<file path="src/rtl/dice_roll_sequencer_pkg.sv">
// ============================================================================
// Module   : dice_pkg
// Purpose  : Shared types, constants and RNG normalisation for the dice roll sequencer.
// Revision : 1.0
// ============================================================================
`default_nettype none

package dice_pkg;

  typedef enum logic [1:0] {
    IDLE   = 2'd0,
    SPIN   = 2'd1,
    REVEAL = 2'd2,
    DONE   = 2'd3
  } state_t;

  localparam int DIGIT_MAX  = 9;
  localparam int NUM_DIGITS = 4;

  // RNG nibbles 10..15 fold back onto 0..5 so the display never shows a non-digit.
  function automatic logic [3:0] norm_digit(input logic [3:0] v);
    return (v > 4'(DIGIT_MAX)) ? (v - 4'd10) : v;
  endfunction

endpackage

`default_nettype wire

</file>
<file path="src/rtl/dice_roll_sequencer_spinner.sv">
// ============================================================================
// Module   : digit_spinner
// Purpose  : One display digit: PER-cycle step counter, mod-10 digit register, lock flag.
// Revision : 1.0
// ============================================================================
`default_nettype none

module digit_spinner
  import dice_pkg::*;
#(
  parameter int PER   = 1,
  parameter int CNT_W = 32
) (
  input  logic       clk,
  input  logic       rst_n,
  input  logic       clr,
  input  logic       spin_en,
  input  logic       lock,
  input  logic [3:0] lock_val,
  output logic [3:0] digit,
  output logic       locked
);

  localparam logic [CNT_W-1:0] STEP_LAST = CNT_W'(PER - 1);

  logic [CNT_W-1:0] step_cnt;

  always_ff @(posedge clk or negedge rst_n) begin
    if (!rst_n) begin
      step_cnt <= '0;
      digit    <= 4'd0;
      locked   <= 1'b0;
    end else if (clr) begin
      // Digit value is kept so the next spin continues from the shown face.
      step_cnt <= '0;
      locked   <= 1'b0;
    end else if (lock) begin
      digit    <= lock_val;
      locked   <= 1'b1;
      step_cnt <= '0;
    end else if (spin_en && !locked) begin
      if (step_cnt == STEP_LAST) begin
        step_cnt <= '0;
        digit    <= (digit == 4'(DIGIT_MAX)) ? 4'd0 : (digit + 4'd1);
      end else begin
        step_cnt <= step_cnt + CNT_W'(1);
      end
    end
  end

endmodule

`default_nettype wire

</file>
<file path="src/rtl/dice_roll_sequencer.sv">
// ============================================================================
// Module   : dice_roll_sequencer
// Purpose  : Roll FSM: timed spin, then staggered per-digit lock to RNG values.
// Revision : 1.0
// ============================================================================
`default_nettype none

module dice_roll_sequencer
  import dice_pkg::*;
#(
  parameter int SPIN_CYCLES    = 300_000_000,
  parameter int STAGGER_CYCLES = 50_000_000,
  parameter int PER0           = 30_000_000,
  parameter int PER1           = 18_000_000,
  parameter int PER2           = 42_000_000,
  parameter int PER3           = 24_000_000,
  parameter int CNT_W          = 32
) (
  input  logic       clk,
  input  logic       rst_n,
  input  logic       roll_req,
  input  logic [3:0] rng0,
  input  logic [3:0] rng1,
  input  logic [3:0] rng2,
  input  logic [3:0] rng3,
  output logic [3:0] digit0,
  output logic [3:0] digit1,
  output logic [3:0] digit2,
  output logic [3:0] digit3,
  output logic [3:0] locked,
  output logic       busy,
  output logic       done
);

  localparam logic [CNT_W-1:0] SPIN_LAST = CNT_W'(SPIN_CYCLES - 1);
  localparam logic [CNT_W-1:0] STAG_LAST = CNT_W'(STAGGER_CYCLES - 1);

  state_t           state, next_state;
  logic [CNT_W-1:0] spin_tmr, spin_nxt;
  logic [CNT_W-1:0] stag_tmr, stag_nxt;
  logic [1:0]       idx, idx_nxt;
  logic             clr, spin_en;
  logic [3:0]       lock_vec;
  logic [3:0]       rng_arr [NUM_DIGITS];
  logic [3:0]       digit_arr [NUM_DIGITS];

  assign rng_arr[0] = rng0;
  assign rng_arr[1] = rng1;
  assign rng_arr[2] = rng2;
  assign rng_arr[3] = rng3;

  assign digit0 = digit_arr[0];
  assign digit1 = digit_arr[1];
  assign digit2 = digit_arr[2];
  assign digit3 = digit_arr[3];

  always_ff @(posedge clk or negedge rst_n) begin
    if (!rst_n) begin
      state    <= IDLE;
      spin_tmr <= '0;
      stag_tmr <= '0;
      idx      <= 2'd0;
      busy     <= 1'b0;
      done     <= 1'b0;
    end else begin
      state    <= next_state;
      spin_tmr <= spin_nxt;
      stag_tmr <= stag_nxt;
      idx      <= idx_nxt;
      busy     <= (next_state != IDLE);
      done     <= (next_state == DONE);
    end
  end

  always_comb begin
    next_state = state;
    spin_nxt   = spin_tmr;
    stag_nxt   = stag_tmr;
    idx_nxt    = idx;
    clr        = 1'b0;
    lock_vec   = 4'b0000;
    case (state)
      IDLE: begin
        if (roll_req) begin
          next_state = SPIN;
          spin_nxt   = SPIN_LAST;
          clr        = 1'b1;
        end
      end
      SPIN: begin
        if (spin_tmr == '0) begin
          next_state  = REVEAL;
          lock_vec[0] = 1'b1;
          stag_nxt    = STAG_LAST;
          idx_nxt     = 2'd1;
        end else begin
          spin_nxt = spin_tmr - CNT_W'(1);
        end
      end
      REVEAL: begin
        if (stag_tmr == '0) begin
          lock_vec[idx] = 1'b1;
          stag_nxt      = STAG_LAST;
          if (idx == 2'd3) next_state = DONE;
          else             idx_nxt    = idx + 2'd1;
        end else begin
          stag_nxt = stag_tmr - CNT_W'(1);
        end
      end
      DONE:    next_state = IDLE;
      default: next_state = IDLE;
    endcase
  end

  assign spin_en = (state == SPIN) || (state == REVEAL);

  for (genvar k = 0; k < NUM_DIGITS; k++) begin : g_digit
    localparam int PER_K = (k == 0) ? PER0 : (k == 1) ? PER1 : (k == 2) ? PER2 : PER3;

    digit_spinner #(
      .PER   (PER_K),
      .CNT_W (CNT_W)
    ) u_spinner (
      .clk      (clk),
      .rst_n    (rst_n),
      .clr      (clr),
      .spin_en  (spin_en),
      .lock     (lock_vec[k]),
      .lock_val (norm_digit(rng_arr[k])),
      .digit    (digit_arr[k]),
      .locked   (locked[k])
    );
  end

endmodule

`default_nettype wire

</file>
<file path="config.mk">
export PLATFORM = sky130hd
export DESIGN_NAME = dice_roll_sequencer
export DESIGN_NICKNAME = d
export VERILOG_FILES = /design/src/rtl/dice_roll_sequencer_pkg.sv /design/src/rtl/dice_roll_sequencer_spinner.sv /design/src/rtl/dice_roll_sequencer.sv
export SDC_FILE = /design/constraint.sdc
export NUM_CORES = 1
export LEC_CHECK = 0
export ABC_AREA = 1
export CORE_UTILIZATION = 40
export CTS_CLUSTER_SIZE = 10
export DETAILED_ROUTE_END_ITERATION = 6
export SLEW_MARGIN = 10
export SYNTH_ARGS = -nofsm -noshare
export SYNTH_HDL_FRONTEND = slang
export SYNTH_SLANG_ARGS = --single-unit
</file>
<file path="constraint.sdc">
create_clock -name clk -period 3.5 [get_ports clk]
set_clock_uncertainty 0.2 [all_clocks]
set_input_delay 1.05 -clock clk [delete_from_list [all_inputs] [get_ports clk]]
set_output_delay 1.05 -clock clk [all_outputs]
set_load 0.01 [all_outputs]
</file>
* After elaboration in Yosys (flattened, before gate mapping)
Cells that the tools add are included.
Widths: inputs -> output; s select.
** Storage, ports and cells
- Register bits after elaboration :: 218
- Input port bits :: 19
- Output and inout port bits :: 22
- Logic and storage cells :: 164
** Operators by class
- Add/subtract/negate cells :: 15
- Magnitude comparators :: 6
- Eq/ne operators :: 18
- Mux-type cells :: 67
- Bitwise operators :: 1
- Reductions and logical operators :: 39
** Operators by type and width (count)
- $mux 32 :: 20
- $add 32x1->32 const B :: 4
- $pmux 32 s2 :: 2
- $eq 32x25->1 const B :: 3
- $mux 4 :: 21
- $logic_not 32->1 :: 2
- $sub 32x1->32 const B :: 2
- $eq 32x26->1 const B :: 1
- $reduce_bool 2->1 :: 15
- $add 4x1->4 const B :: 4
- $eq 4x4->1 const B :: 4
- $gt 4x4->1 const B :: 4
- $sub 4x4->4 const B :: 4
- $reduce_and 3->1 :: 5
- $mux 2 :: 7
- $mux 1 :: 12
- $reduce_bool 3->1 :: 4
- $ne 2x2->1 const B :: 5
- $eq 2x2->1 const B :: 4
- $pmux 2 s4 :: 1
- $logic_and 1x1->1 :: 5
- $logic_not 1->1 :: 4
- $pmux 2 s2 :: 1
- $reduce_and 4->1 :: 1
- other kinds (11) :: 11

* Longest topological paths before layout
Gate-level depths: netlist of run 1.
- Word-level depth :: 8
- Gate-level depth with buffers :: 14
- Gate-level depth less buffers :: 13

* Cells and area by module
A second synthesis of run 1 with hierarchy kept.
** Second synthesis, totals
- Cells, all modules :: 2265
- Area, all modules :: 15124.5 µm²
** By module, submodules not included
- dice_roll_sequencer :: instances 1, cells an instance 752, area each 5022.3 µm², sequential area each 1751.7 µm²
- digit_spinner at g_digit[2].u_spinner :: instances 1, cells an instance 388, area each 2608.8 µm², sequential area each 925.9 µm²
- digit_spinner at g_digit[1].u_spinner :: instances 1, cells an instance 392, area each 2588.7 µm², sequential area each 925.9 µm²
- digit_spinner at g_digit[0].u_spinner :: instances 1, cells an instance 376, area each 2497.4 µm², sequential area each 925.9 µm²
- digit_spinner at g_digit[3].u_spinner :: instances 1, cells an instance 357, area each 2407.3 µm², sequential area each 925.9 µm²

* Worst setup path before layout of run 1
No wires, ideal clock.
- Kind :: input to register
- From :: input roll_req
- To :: register g_digit[2].u_spinner.step_cnt[11]
- Data arrival time :: 2095 ps
- Path slack :: 1083 ps
- Cell stages on the path :: 8
- Path buffers :: 2
- Path through :: nand2_1 > clkinv_1 > nor2_1 > nand2_2 > buf_6 > buf_6 > nand4_1 > o21ai_1
** Between the ends
- Word-level cells in the longest chain between the ends :: 3
** Ends and longest elaborated chain
- start, declared :: line dice_roll_sequencer.sv:21 : input logic roll_req,
- $mux 1 * :: line dice_roll_sequencer.sv:84 : if (roll_req) begin
- $mux 1 * :: line dice_roll_sequencer.sv:82 : case (state)
- $reduce_bool 3->1 (no line) / $mux 32 (equally long branches)
- end signal, assigned :: line dice_roll_sequencer_spinner.sv:46 : step_cnt <= step_cnt + CNT_W'(1);
- end, declared :: line dice_roll_sequencer_spinner.sv:26 : logic [CNT_W-1:0] step_cnt;
Mark *: on every way between the ends. The rest lies on a longest branch, timed or not.
A chain may end at the register's enable or synchronous reset.

* Worst setup path in the final report of run 1
- From :: register g_digit[0].u_spinner.digit[0]
- To :: output digit0[0]
** RTL lines
- start, declared :: line dice_roll_sequencer_spinner.sv:20 : output logic [3:0] digit,
- start signal, assigned :: line dice_roll_sequencer_spinner.sv:38 : digit <= lock_val;
- start signal, assigned :: line dice_roll_sequencer_spinner.sv:44 : digit <= (digit == 4'(DIGIT_MAX)) ? 4'd0 : (digit + 4'd1);
- end, declared :: line dice_roll_sequencer.sv:26 : output logic [3:0] digit0,
No word-level cell between the ends.

==> results of run 1 <==
-- Yosys cell counts (3+ instances only) --
cell / instances
buf_2: 26
buf_1: 4
nand3_2: 3
o21ai_0: 139
nor2_1: 357
buf_6: 7
buf_4: 7
nor3_1: 72
nor2_4: 8
xnor2_1: 15
o21a_1: 3
nand4_1: 138
inv_2: 5
o21ai_1: 18
ha_1: 17
nand3_1: 146
clkbuf_1: 29
a21oi_1: 33
xor2_1: 91
dfrtp_1: 218
o31ai_1: 14
nand3b_1: 10
nand2_1: 665
inv_1: 272
nand2_2: 11
nand2_4: 4
-- area by class of cell --
class,instances,area [µm²]
clock inverter,3,65.1
fill,3886,20500
clock buffer,44,842
inverter,278,1040
tap,511,639
multi-input combinational,1768,8530
timing repair buffer,70,668
sequential,218,5460
-- metrics by stage --
stage,setup slack (ns),util (%)
final,0.448,45.7
after global routing,0.336,45.7
after CTS,0.411,45.7
after detailed placement,0.331,43.3
after global placement,0.361,43.3
after floorplan,1.08,-
-- state kept, by name (all words and copies together) (netlist names) --
name / flops
g_digit.u_spinner.digit: 16
idx: 2
g_digit.u_spinner.step_cnt: 128
busy: 1
g_digit.u_spinner.locked: 4
stag_tmr: 32
state: 2
done: 1
spin_tmr: 32
-- worst max-delay path by stage --
stage,start,endpoint,cells after the start
final,g_digit[0].u_spinner.digit[0],digit0[0],1
after global routing,stag_tmr[0],g_digit[0].u_spinner.step_cnt[0],13
after CTS,g_digit[0].u_spinner.digit[0],digit0[0],1
after detailed placement,roll_req,g_digit[3].u_spinner.step_cnt[2],6
after global placement,roll_req,g_digit[3].u_spinner.step_cnt[2],6
after floorplan,roll_req,g_digit[2].u_spinner.step_cnt[11],8
-- power by group through the flow --
stage | Combinational, mW | Clock (mW) | Sequential [mW]
final | 0.165 | 2.89 | 2.54
after global routing | 0.191 | 3.06 | 2.54
after CTS | 0.171 | 2.96 | 2.54
after detailed placement | 0.170 | 0 | 2.58
after global placement | 0.166 | 0 | 2.58
after floorplan | 0.0579 | 0 | 2.58
-- metal layers --
layer	global-route usage (%)	vias up
li1	-	7590
met1	30.6	7076
met2	38.8	322
met3	3.58	67
met4	5.86	0
met5	0	-
-- logic make-up (layout without fill, tap and decap cells) --
logic type,Yosys count,after routing
simple gates,1427,1427
buf+inv,351,395
compound gates,218,218
flops,218,218
xor+xnor,106,106
fa+ha+maj,17,17
==> impl_metrics.csv, run 1 <==
group,metric,value,unit
synthesis,synthArstFlopShare,100,%
run,drv_cap,0,
critical_path,critPathLaunchType,"register",
drt,drc,0,
floorplan,floorplan.initialDensity,40.8,%
sta,final.setup.tns,0,ns
sta,period_share,87.2,%
sta,setup_viol,0,
pwr,power.density,325,nW/µm²
grt,track_usage,23.0,%
floorplan,rows,71,
drt,final_antenna_net_count,0,
synthesis,syn_area,15400,µm²
critical_path,critPathTopFamily,"buffers and inverters",
cells_and_area,layout_common_cells,"nand2_1, nor2_1, inv_1",
placed_design,dp.cells,2845,
sta,final_hold_viol_count,0,
synthesis,synth_simple_gate_area_share,40.3,%
critical_path,ff2ff_path_depth,13,
clock_tree,ctsResizeCount,0,
critical_path,r2r-end,"g_digit[0].u_spinner.step_cnt[31]",
critical_path,path_cells,"clkdlybuf4s50_1",
synthesis,synth_cell_types,43,
pwr,power,5.60,mW
cells_and_area,fin_cells,2892,
clock_tree,cts_root_buf,"clkbuf_16",
pwr,power_switching,1.24,mW
pwr,combPwrFrac,2.9,%
floorplan,die-area,39300,µm²
cells_and_area,antenna_cells,0,
synthesis,synthMuxAreaShare,0,%
pwr,leakage,7.97,nW
synthesis,synth_top_family_by_area,"simple AND/OR/NAND/NOR gates",
critical_path,crit_type,"register to output pin",
synthesis,synth_compound_area_share,7.54,%
pwr,clkPwrFrac,51.7,%
critical_path,end_kind,"output pin",
floorplan,coreArea,37800,µm²
grt,grt_pass1_vias,14700,
sta,timing.fmax,328,MHz
clock_tree,clk_latency,0.56,ns
synthesis,synth_flop_cell,"dfrtp_1",
clock_tree,clkTransAtPathRegs,0.06,ns
sta,finalCriticalPeriod,3.05,ns
synthesis,yosysTopAreaCell,"dfrtp_1",
synthesis,yosys_warnings,0,
drt,vias_per_cell,5.21,
grt,antenna_found_initial,0,
sta,drv_slew,0,
drt,vias,15100,
clock_tree,cts_tree,"yes",
sta,max_slew_margin,48.2,%
clock_tree,cts-buffers-inserted,28,
synthesis,yosysTopAreaCellShare,35.4,%
placed_design,port_buffers,40,
clock_tree,htreeDepth,1,
cells_and_area,finish.instance_area,17200,µm²
pwr,ir_worst_vdd,0.285,mV
synthesis,synthAdderAreaFrac,1.38,%
drt,dr.pass1.iters,6,
drt,wl_met1,20600,µm
synthesis,ys_seq_area_share,35.4,%
status,outcome,"complete, no violations",
drt,finalWirelength,43700,µm
clock_tree,postCtsSetupRepairBufs,0,
drt,route.met3.wl,1970,µm
critical_path,r2r_start,"stag_tmr[0]",
drt,highest_layer,"met4",
sta,rsz0062_at_grt,"no",
synthesis,avgSynthCellArea,6.59,µm²
critical_path,cp_max_fo,6,
pwr,p_seq_share,45.3,%
synthesis,synth_edf_count,0,
placed_design,finalWeightedCongestion,0.935,
cells_and_area,area_growth_syn_to_layout,11.9,%
grt,overflow,0,
drt,drtIter0Drc,1051,
clock_tree,max-clock-path-buffers,3,
cells_and_area,drive_above_1_share,4.70,%
synthesis,synth-xor-area-share,6.03,%
critical_path,regToRegSetupSlack,0.66,ns
synthesis,synth_area_leaders,"dfrtp_1, nand2_1, nor2_1",
critical_path,crit_required,2.25,ns
synthesis,synth_nets,2373,
cells_and_area,finalNetCount,2400,
clock_tree,cts_hold_buffers,0,
synthesis,ys_seq_elements,218,
critical_path,cpMaxStageDelayCell,"clkdlybuf4s50_1",
pwr,intPower,4.36,mW
floorplan,die_h,198,µm
grt,grt_first_pass_wirelength,73900,µm
grt,grt_max_degree,102,
floorplan,pin_count,41,
clock_tree,clkSinkCount,218,
min_path,hold_path.class,"input pin to async pin",
synthesis,syn-instance-count,2337,
critical_path,crit_path_max_incr_delay,0.77,ns
placed_design,placed_area,16300,µm²
drt,wl_per_cell,15.1,µm
critical_path,cp_num_buf_inv,1,
sta,worst_pin_slew,0.777,ns
pwr,swShare,22.2,%
critical_path,cp.arrival,1.80,ns
placed_design,post-dp-hpwl,32000,µm
drt,met2_length,20200,µm
floorplan,die_w,198,µm
sta,holdWs,0.175,ns
cells_and_area,final_common_cell,"nand2_1",
(Power assumes the default switching activity.)
==> run 2: changes to the inputs <==
- clock period: 3.5 -> 2.9 ns (I/O delays scaled with it)
==> impl_metrics.csv, run 2 (synthesis gave the netlist of run 1 again) <==
group,metric,value,unit
cells_and_area,top_regs,"g_digit.u_spinner.step_cnt (128), spin_tmr (32), stag_tmr (32)",
grt,antenna_found_initial,0,
floorplan,floorplan.initialDensity,40.8,%
pwr,ir_worst_vdd,0.452,mV
critical_path,r2r_start,"stag_tmr[0]",
sta,drv_slew,0,
critical_path,crit_path_max_incr_delay,0.60,ns
critical_path,cp_max_fo,5,
sta,setup_viol,0,
sta,timing.fmax,362,MHz
clock_tree,cts_root_buf,"clkbuf_16",
cells_and_area,final_common_cell,"nand2_1",
clock_tree,clkTransAtPathRegs,0.05,ns
critical_path,crit_required,1.83,ns
cells_and_area,drive_above_1_share,5.75,%
pwr,leakage,8.10,nW
critical_path,critPathLaunchType,"register",
critical_path,r2r-end,"g_digit[3].u_spinner.digit[1]",
grt,track_usage,23.2,%
cells_and_area,fillCellCount,3854,
floorplan,die-area,39300,µm²
critical_path,critPathTopFamily,"buffers and inverters",
critical_path,end_kind,"output pin",
floorplan,pin_count,41,
sta,final_hold_viol_count,0,
grt,overflow,0,
min_path,timing.hold.worst_path_depth,1,
grt,grt_pass1_vias,14700,
clock_tree,htreeDepth,1,
placed_design,dp.cells,2866,
drt,wl_per_cell,15.2,µm
clock_tree,cts-buffers-inserted,28,
clock_tree,clk_latency,0.59,ns
cells_and_area,largest_reg_flops,128,
sta,period_share,95.3,%
grt,grt_first_pass_wirelength,74100,µm
drt,final_antenna_net_count,0,
clock_tree,postCtsSetupRepairBufs,0,
drt,vias,15200,
cells_and_area,fin_cells,2911,
cells_and_area,top_register,"g_digit.u_spinner.step_cnt",
critical_path,cp_num_buf_inv,1,
floorplan,coreArea,37800,µm²
floorplan,die_w,198,µm
pwr,power.density,384,nW/µm²
clock_tree,max-clock-path-buffers,3,
clock_tree,clkSinkCount,218,
sta,max_slew_margin,56.6,%
drt,finalWirelength,44100,µm
cells_and_area,seq_area,5460,µm²
drt,dr.pass1.iters,7,
grt,grt_max_degree,87,
drt,vias_per_cell,5.22,
cells_and_area,antenna_cells,0,
clock_tree,cts_tree,"yes",
sta,finalCriticalPeriod,2.76,ns
run,drv_cap,0,
drt,route.met3.wl,2520,µm
sta,rsz0062_at_grt,"no",
status,outcome,"complete, no violations",
sta,final.setup.tns,0,ns
critical_path,crit_type,"register to output pin",
cells_and_area,finalNetCount,2422,
floorplan,die_h,198,µm
drt,met2_length,20100,µm
drt,highest_layer,"met4",
critical_path,cp.arrival,1.69,ns
drt,wl_met1,20600,µm
drt,drc,0,
min_path,hold_path.class,"register to register",
cells_and_area,utilization,46.2,%
min_path,hold-path-endpoint,"stag_tmr[0]",
drt,drtIter0Drc,1144,
placed_design,post-dp-hpwl,32900,µm
cells_and_area,layout_common_cells,"nand2_1, nor2_1, inv_1",
min_path,min-delay-start,"stag_tmr[0]",
critical_path,cpMaxStageDelayCell,"clkdlybuf4s50_1",
placed_design,finalWeightedCongestion,0.951,
critical_path,ff2ff_path_depth,11,
placed_design,port_buffers,40,
sta,worst_pin_slew,0.646,ns
critical_path,path_cells,"clkdlybuf4s50_1",
floorplan,rows,71,
cells_and_area,multi_input_area,8540,µm²
critical_path,regToRegSetupSlack,0.23,ns
cells_and_area,area_growth_syn_to_layout,13.2,%
==> run 2: through the flow <==
step                hold WS [ns]  cell area [µm²]  total power [mW]  worst slack [ns]
floorplan                  0.243            15400              3.19             0.663
global placement           0.259            16500              3.32             0.144
global route               0.319            17400              6.95            0.0301
CTS                        0.277            17400              6.79            0.0217
finish                     0.271            17400              6.69             0.138
detailed placement         0.270            16500              3.33            0.0508
==> run 2: timing repair <==
item                       in CTS  in global routing
hold endpoints to repair        2                  0
setup endpoints to repair       0                  8
hold buffers                    1                  0
resized for setup               0                  4
==> run 2: metal layers <==
metal	GRT usage (%)	up-vias
li1	-	7636
met1	31.6	7090
met2	38.4	399
met3	3.05	65
met4	6.66	0
met5	0	-
==> run 2: cell type report <==
class,count,area share [%]
multi-input cells,1768,49.0
flip-flops and latches,218,31.3
inverters,278,5.98
repair buffers,92,4.95
clock buffers,39,4.71
well taps,511,3.67
clock inverters,5,0.430
==> run 2: worst max path at each step <==
stage	start	to	slack (ns)	depth (start not counted)
3_3_place_gp	roll_req	g_digit[0].u_spinner.digit[3]	0.14	7
3_5_place_dp	roll_req	g_digit[3].u_spinner.step_cnt[27]	0.05	5
5_1_grt	stag_tmr[0]	g_digit[2].u_spinner.step_cnt[29]	0.03	11
2_1_floorplan	roll_req	g_digit[2].u_spinner.step_cnt[11]	0.66	8
4_1_cts	g_digit[0].u_spinner.digit[0]	digit0[0]	0.02	1
6_report	g_digit[3].u_spinner.digit[3]	digit3[3]	0.14	1
==> run 2: report_power, final <==
group          switching (mW)  internal [mW]
registers              0.0111           3.05
logic                   0.133         0.0721
clock network            1.38           2.04
total                    1.53           5.16
==> RTL edit 1, RTL diff (flow settings as in run 2) <==
The output `busy` loses its register stage (`busy` becomes a continuous assignment).
--- a/src/rtl/dice_roll_sequencer.sv
+++ b/src/rtl/dice_roll_sequencer.sv
@@ -60,17 +60,17 @@
       spin_tmr <= '0;
       stag_tmr <= '0;
       idx      <= 2'd0;
-      busy     <= 1'b0;
       done     <= 1'b0;
     end else begin
       state    <= next_state;
       spin_tmr <= spin_nxt;
       stag_tmr <= stag_nxt;
       idx      <= idx_nxt;
-      busy     <= (next_state != IDLE);
       done     <= (next_state == DONE);
     end
   end
+
+  assign busy = (next_state != IDLE);
 
   always_comb begin
     next_state = state;
Formal check against the unedited RTL: not equivalent (a bounded check fails within 4 cycles, from zero or initial values and one cycle with rst_n low).
==> RTL edit 1 against run 2 <==
The run now ends with setup timing left. Setup slack worse by 330 ps. Synthesized cell count about the same. Final area increased by 5.8%. Sequential share of layout area decreased by 1.8 points. Fmax is 11% lower. Area after synthesis down 0.16%. Sequential cell count decreased by 1. Worst hold slack improved by 33 ps. Total power increased by 0.38%. Sequential power about the same. Routed wire length up 2.7%. Largest power group unchanged.
==> RTL edit 1: results (changes against run 2) <==
STA
  – Worst Slack Setup Final: -191.8 ps (-329.5 ps)
  – # setup viols final: 1 (+1)
  – Setup_tns: -191.8 ps (-191.8 ps)

Finish
  – Final Non-Filler Cells: 3035 (+4.3%)
  – FF+latch area: 5430 sq um (-0.46%)
  – Area occupied by multi-input gates: 8638 sq um (+1.1%)
  – Seq Cell Count: 217 (-0.46%)
  – Seq area share: 0.2944 (-0.01838)
  – Buffers excl. clock: 214 (+130%)
  – Clock buffers: 42 (+7.7%)
  – Non-clock buffer share: 0.09824 (+0.04873)
  – Clock-cell share of area: 0.04769 (-0.003749)
  – Ratio of cells with drive above 1 in the final layout: 0.1149 (+0.05740)
  – Fillers: 3823 (-0.80%)

Drt
  – Total number of vias: 15610 (+2.8%)
  – WL final: 45330 um (+2.7%)

Clock network
  – Latest clock arrival within the worst-skew pair: 570 ps (-20 ps)
  – Setup bufs post-CTS: 20 (+20)
  – Post-cts sizing count: 31 (+31)

Global route
  – Met2 global-route usage: 0.3985 (+0.01426)
  – Largest net degree at the start of global routing: 80 (-8.0%)
  – Met3 Use GR: 0.02555 (-0.004940)
  – Vias in the first global route: 15300 (+4.0%)
  – Global-route usage over all layers: 0.2405 (+0.007990)

Status
  – Outcome: finished with violations
  – Violated checks: setup timing

Critical path
  – Crit path launch: stag_tmr[11]$_DFFE_PN0P_
  – Register-to-register setup slack: 200 ps (-30 ps)
  – Critical path destination: busy
  – Reg2reg end: stag_tmr[14]$_DFFE_PN0P_
  – Worst r2r src: stag_tmr[8]$_DFFE_PN0P_

Power and ir drop
  – Power Sequential: 3050 uW (about the same)
  – Combinational power share: 0.033 (+0.002)
  – Overall Power: 6718 uW (+0.38%)
  – Peak supply drop: 0.3756 mV (-17%)
  – Pleak: 0.008675 uW (+7.2%)

Logic synthesis
  – Cell count after synthesis: 2336 (-0.043%)
  – Post-synthesis sequential area ratio: 0.3532 (-0.001051)
  – Syn_nets: 2372 (-0.042%)

Placement
  – Gpl congestion: 0.9585 (+0.77%)
  – Placed Area: 17300 sq um (+4.8%)
[RTL edit 1: cell families (layout without fill, tap and decap cells)]
kind of cell    Yosys count  in the layout  share of synthesized area
compound gates          218            218                    0.07552
fa+ha+maj                17             17                    0.01383
flops                   217            217                     0.3532
simple gates           1427           1427                     0.4041
buf+inv                 351            539                    0.09294
xor+xnor                106            106                    0.06038
[RTL edit 1: worst max-delay path, cell delays in order (launching register included)]
cell     delay, ps
dfrtp_1        390
nor2_2         180
nand2_2         90
nor2_1          90
nand4_1        130
nor2_4         130
nand2_2         70
o21ai_2        120
nand2_1         70
nand2_1         60
buf_2          120
[RTL edit 1: worst min path at each step]
stage,from,to,depth (start not counted)
2_1_floorplan,stag_tmr[0]$_DFFE_PN0P_,stag_tmr[0]$_DFFE_PN0P_,1
3_3_place_gp,g_digit[0].u_spinner.step_cnt[31]$_DFFE_PN0P_,g_digit[0].u_spinner.step_cnt[31]$_DFFE_PN0P_,2
3_5_place_dp,g_digit[0].u_spinner.step_cnt[31]$_DFFE_PN0P_,g_digit[0].u_spinner.step_cnt[31]$_DFFE_PN0P_,2
4_1_cts,g_digit[0].u_spinner.step_cnt[31]$_DFFE_PN0P_,g_digit[0].u_spinner.step_cnt[31]$_DFFE_PN0P_,2
5_1_grt,g_digit[0].u_spinner.step_cnt[1]$_DFFE_PN0P_,g_digit[0].u_spinner.step_cnt[1]$_DFFE_PN0P_,2
6_report,g_digit[0].u_spinner.step_cnt[31]$_DFFE_PN0P_,g_digit[0].u_spinner.step_cnt[31]$_DFFE_PN0P_,2
[RTL edit 1: metal layers]
| metal | vias up | routed length (um) |
|---|---|---|
| met5 | - | 0 |
| met4 | 0 | 856 |
| met3 | 61 | 2263 |
| met2 | 382 | 20670 |
| met1 | 7311 | 21540 |
| li1 | 7854 | - |
==> RTL edit 2, RTL diff (config.mk and constraints of run 2) <==
Without the edit above. `STAGGER_CYCLES`: 50_000_000 -> 33_554_432.
--- a/src/rtl/dice_roll_sequencer.sv
+++ b/src/rtl/dice_roll_sequencer.sv
@@ -9,7 +9,7 @@
   import dice_pkg::*;
 #(
   parameter int SPIN_CYCLES    = 300_000_000,
-  parameter int STAGGER_CYCLES = 50_000_000,
+  parameter int STAGGER_CYCLES = 33_554_432,
   parameter int PER0           = 30_000_000,
   parameter int PER1           = 18_000_000,
   parameter int PER2           = 42_000_000,
Behaviour: same outputs for any inputs over 10 cycles, from zero or initial values and one cycle with rst_n low; that may be too few to reach the edited logic, so the function may still have changed.
==> RTL edit 2 against run 2 <==
Die area is 0.66% lower. Sequential share of layout area is 0.23 points higher. Area after synthesis is 0.67% lower. Sequential cell count stayed put. Final area is 0.72% lower. Routed wire length is 1.4% higher. Worst hold slack worse by 200 ps. Setup slack worse by 10 ps. Synthesized cell count is 0.47% lower. Largest cell class unchanged. Highest routed layer unchanged.
Power is not compared: it rests on default switching activity, and its combinational part moved more than twofold at a synthesized area within 25%.
==> RTL edit 2: results (changes against run 2) <==
Critical path
  – Top delay family on crit path: buffers and inverters
  – Startpoint class of the critical path: flop
  – CP max stage delay: 650 ps (+50 ps)
  – Crit path launch: g_digit[0].u_spinner.digit[1]$_DFFE_PN0P_
  – Worst r2r src: spin_tmr[0]$_DFFE_PN0P_
  – Reg2reg path depth: 13 (+2)
  – Reg2reg end: g_digit[0].u_spinner.digit[2]$_DFFE_PN0P_

Logic synthesis
  – Adder-Cell Fraction of Synth Area: 0.01391 (+0.00009378)
  – Yosys Warn Count: 0 (unchanged)
  – Post-synthesis sequential area ratio: 0.3566 (+0.002405)
  – Multiplexer area fraction after synthesis: 0.0007362 (+0.0007362)
  – Xor and xnor area share after synthesis: 0.06184 (+0.001554)
  – Commonest cells post-synth: nand2_1 (654), nor2_1 (357), inv_1 (259), dfrtp_1 (218), nand3_1 (159)
  – Cell count after synthesis: 2326 (-0.47%)
  – Compound-gate portion of the synthesized area: 0.07779 (+0.002393)
  – Syn_nets: 2362 (-0.46%)

Global route
  – Largest net degree at the start of global routing: 72 (-17%)
  – Global-route usage over all layers: 0.2347 (+0.002180)
  – First-pass GRT wire length: 74330 um (+0.33%)

Min path
  – HP Class: input port to async pin

Drt
  – 1st-iter DRT viols: 1144 (unchanged)
  – First-pass iteration count of the detailed router: 6 (-1)
  – Drt via density: 5.221 (about the same)
  – Drt wl/cell: 15.43 um (+1.8%)

Placement
  – Placed cell count: 2854 (-0.42%)
  – Post-DP HPWL: 33070 um (+0.65%)
  – Port-buffer cells: 40 (unchanged)
  – Gpl congestion: 0.9738 (+2.4%)
  – Pre-CTS setup slack: 71.88 ps (+21.03 ps)

Clock network
  – Latest clock arrival within the worst-skew pair: 570 ps (-20 ps)
  – CTS Buf Count: 28 (unchanged)

Finish
  – Ratio of cells with drive above 1 in the final layout: 0.05528 (-0.002224)
  – Fillers: 3917 (+1.6%)

STA
  – Slew HR: 0.5347 (-0.03150)
  – Hold slack: 67.77 ps (-203.4 ps)

Status
  – Outcome: completed
## RTL edit 2: kinds of logic after synthesis
family | after synthesis
flops | 218
compound gates | 224
xor+xnor | 108
mux | 1
simple gates | 1422
buf+inv | 336
fa+ha+maj | 17
## RTL edit 2: final cells by class
cell class | instances | area share
Tap cell | 511 | 0.03693
Timing Repair Buffer | 91 | 0.05131
Clock buffer | 37 | 0.04300
Inverter | 262 | 0.05680
Multi-Input combinational cell | 1772 | 0.4924
Sequential cell | 218 | 0.3151
Clock inverter | 8 | 0.004408
## RTL edit 2: worst max path at each step
stage | slack, ps | endpoint | depth (start not counted)
floorplan | 650 | g_digit[2].u_spinner.step_cnt[22]$_DFFE_PN0P_ | 9
global placement | 130 | g_digit[0].u_spinner.step_cnt[0]$_DFFE_PN0P_ | 7
detailed placement | 70 | g_digit[0].u_spinner.step_cnt[8]$_DFFE_PN0P_ | 7
CTS | 60 | digit0[1] | 1
global route | 40 | g_digit[0].u_spinner.digit[3]$_DFFE_PN0P_ | 13
finish | 130 | digit0[1] | 1
## RTL edit 2: metrics by stage
stage          total power (uW)  instance area [sq um]
6_report                   9038                  17310
5_1_grt                    9539                  17310
4_1_cts                    9133                  17310
3_5_place_dp               5845                  16490
3_3_place_gp               5799                  16490
2_1_floorplan              4943                  15300
## RTL edit 2: worst register-to-register path: cells and delay by family, from the launching register on
| family | cells | cell delay, ps |
|---|---|---|
| compound gates | 1 | 360 |
| fa+ha+maj | 1 | 270 |
| buf+inv | 2 | 270 |
| flops | 1 | 410 |
| simple gates | 9 | 1100 |
## RTL edit 2: power breakdown
part	switching, uW	internal, uW
combinational	1700	679
sequential	195	3230
clock	1360	1870
## RTL edit 2: metal layers
metal  global-route usage  vias to the layer above  share of wire
li1                     -                     7578              -
met1               0.3430                     7135           0.48
met2               0.3701                      365           0.45
met3              0.02800                       58          0.049
met4              0.04938                        0          0.019
met5                    0                        -              0
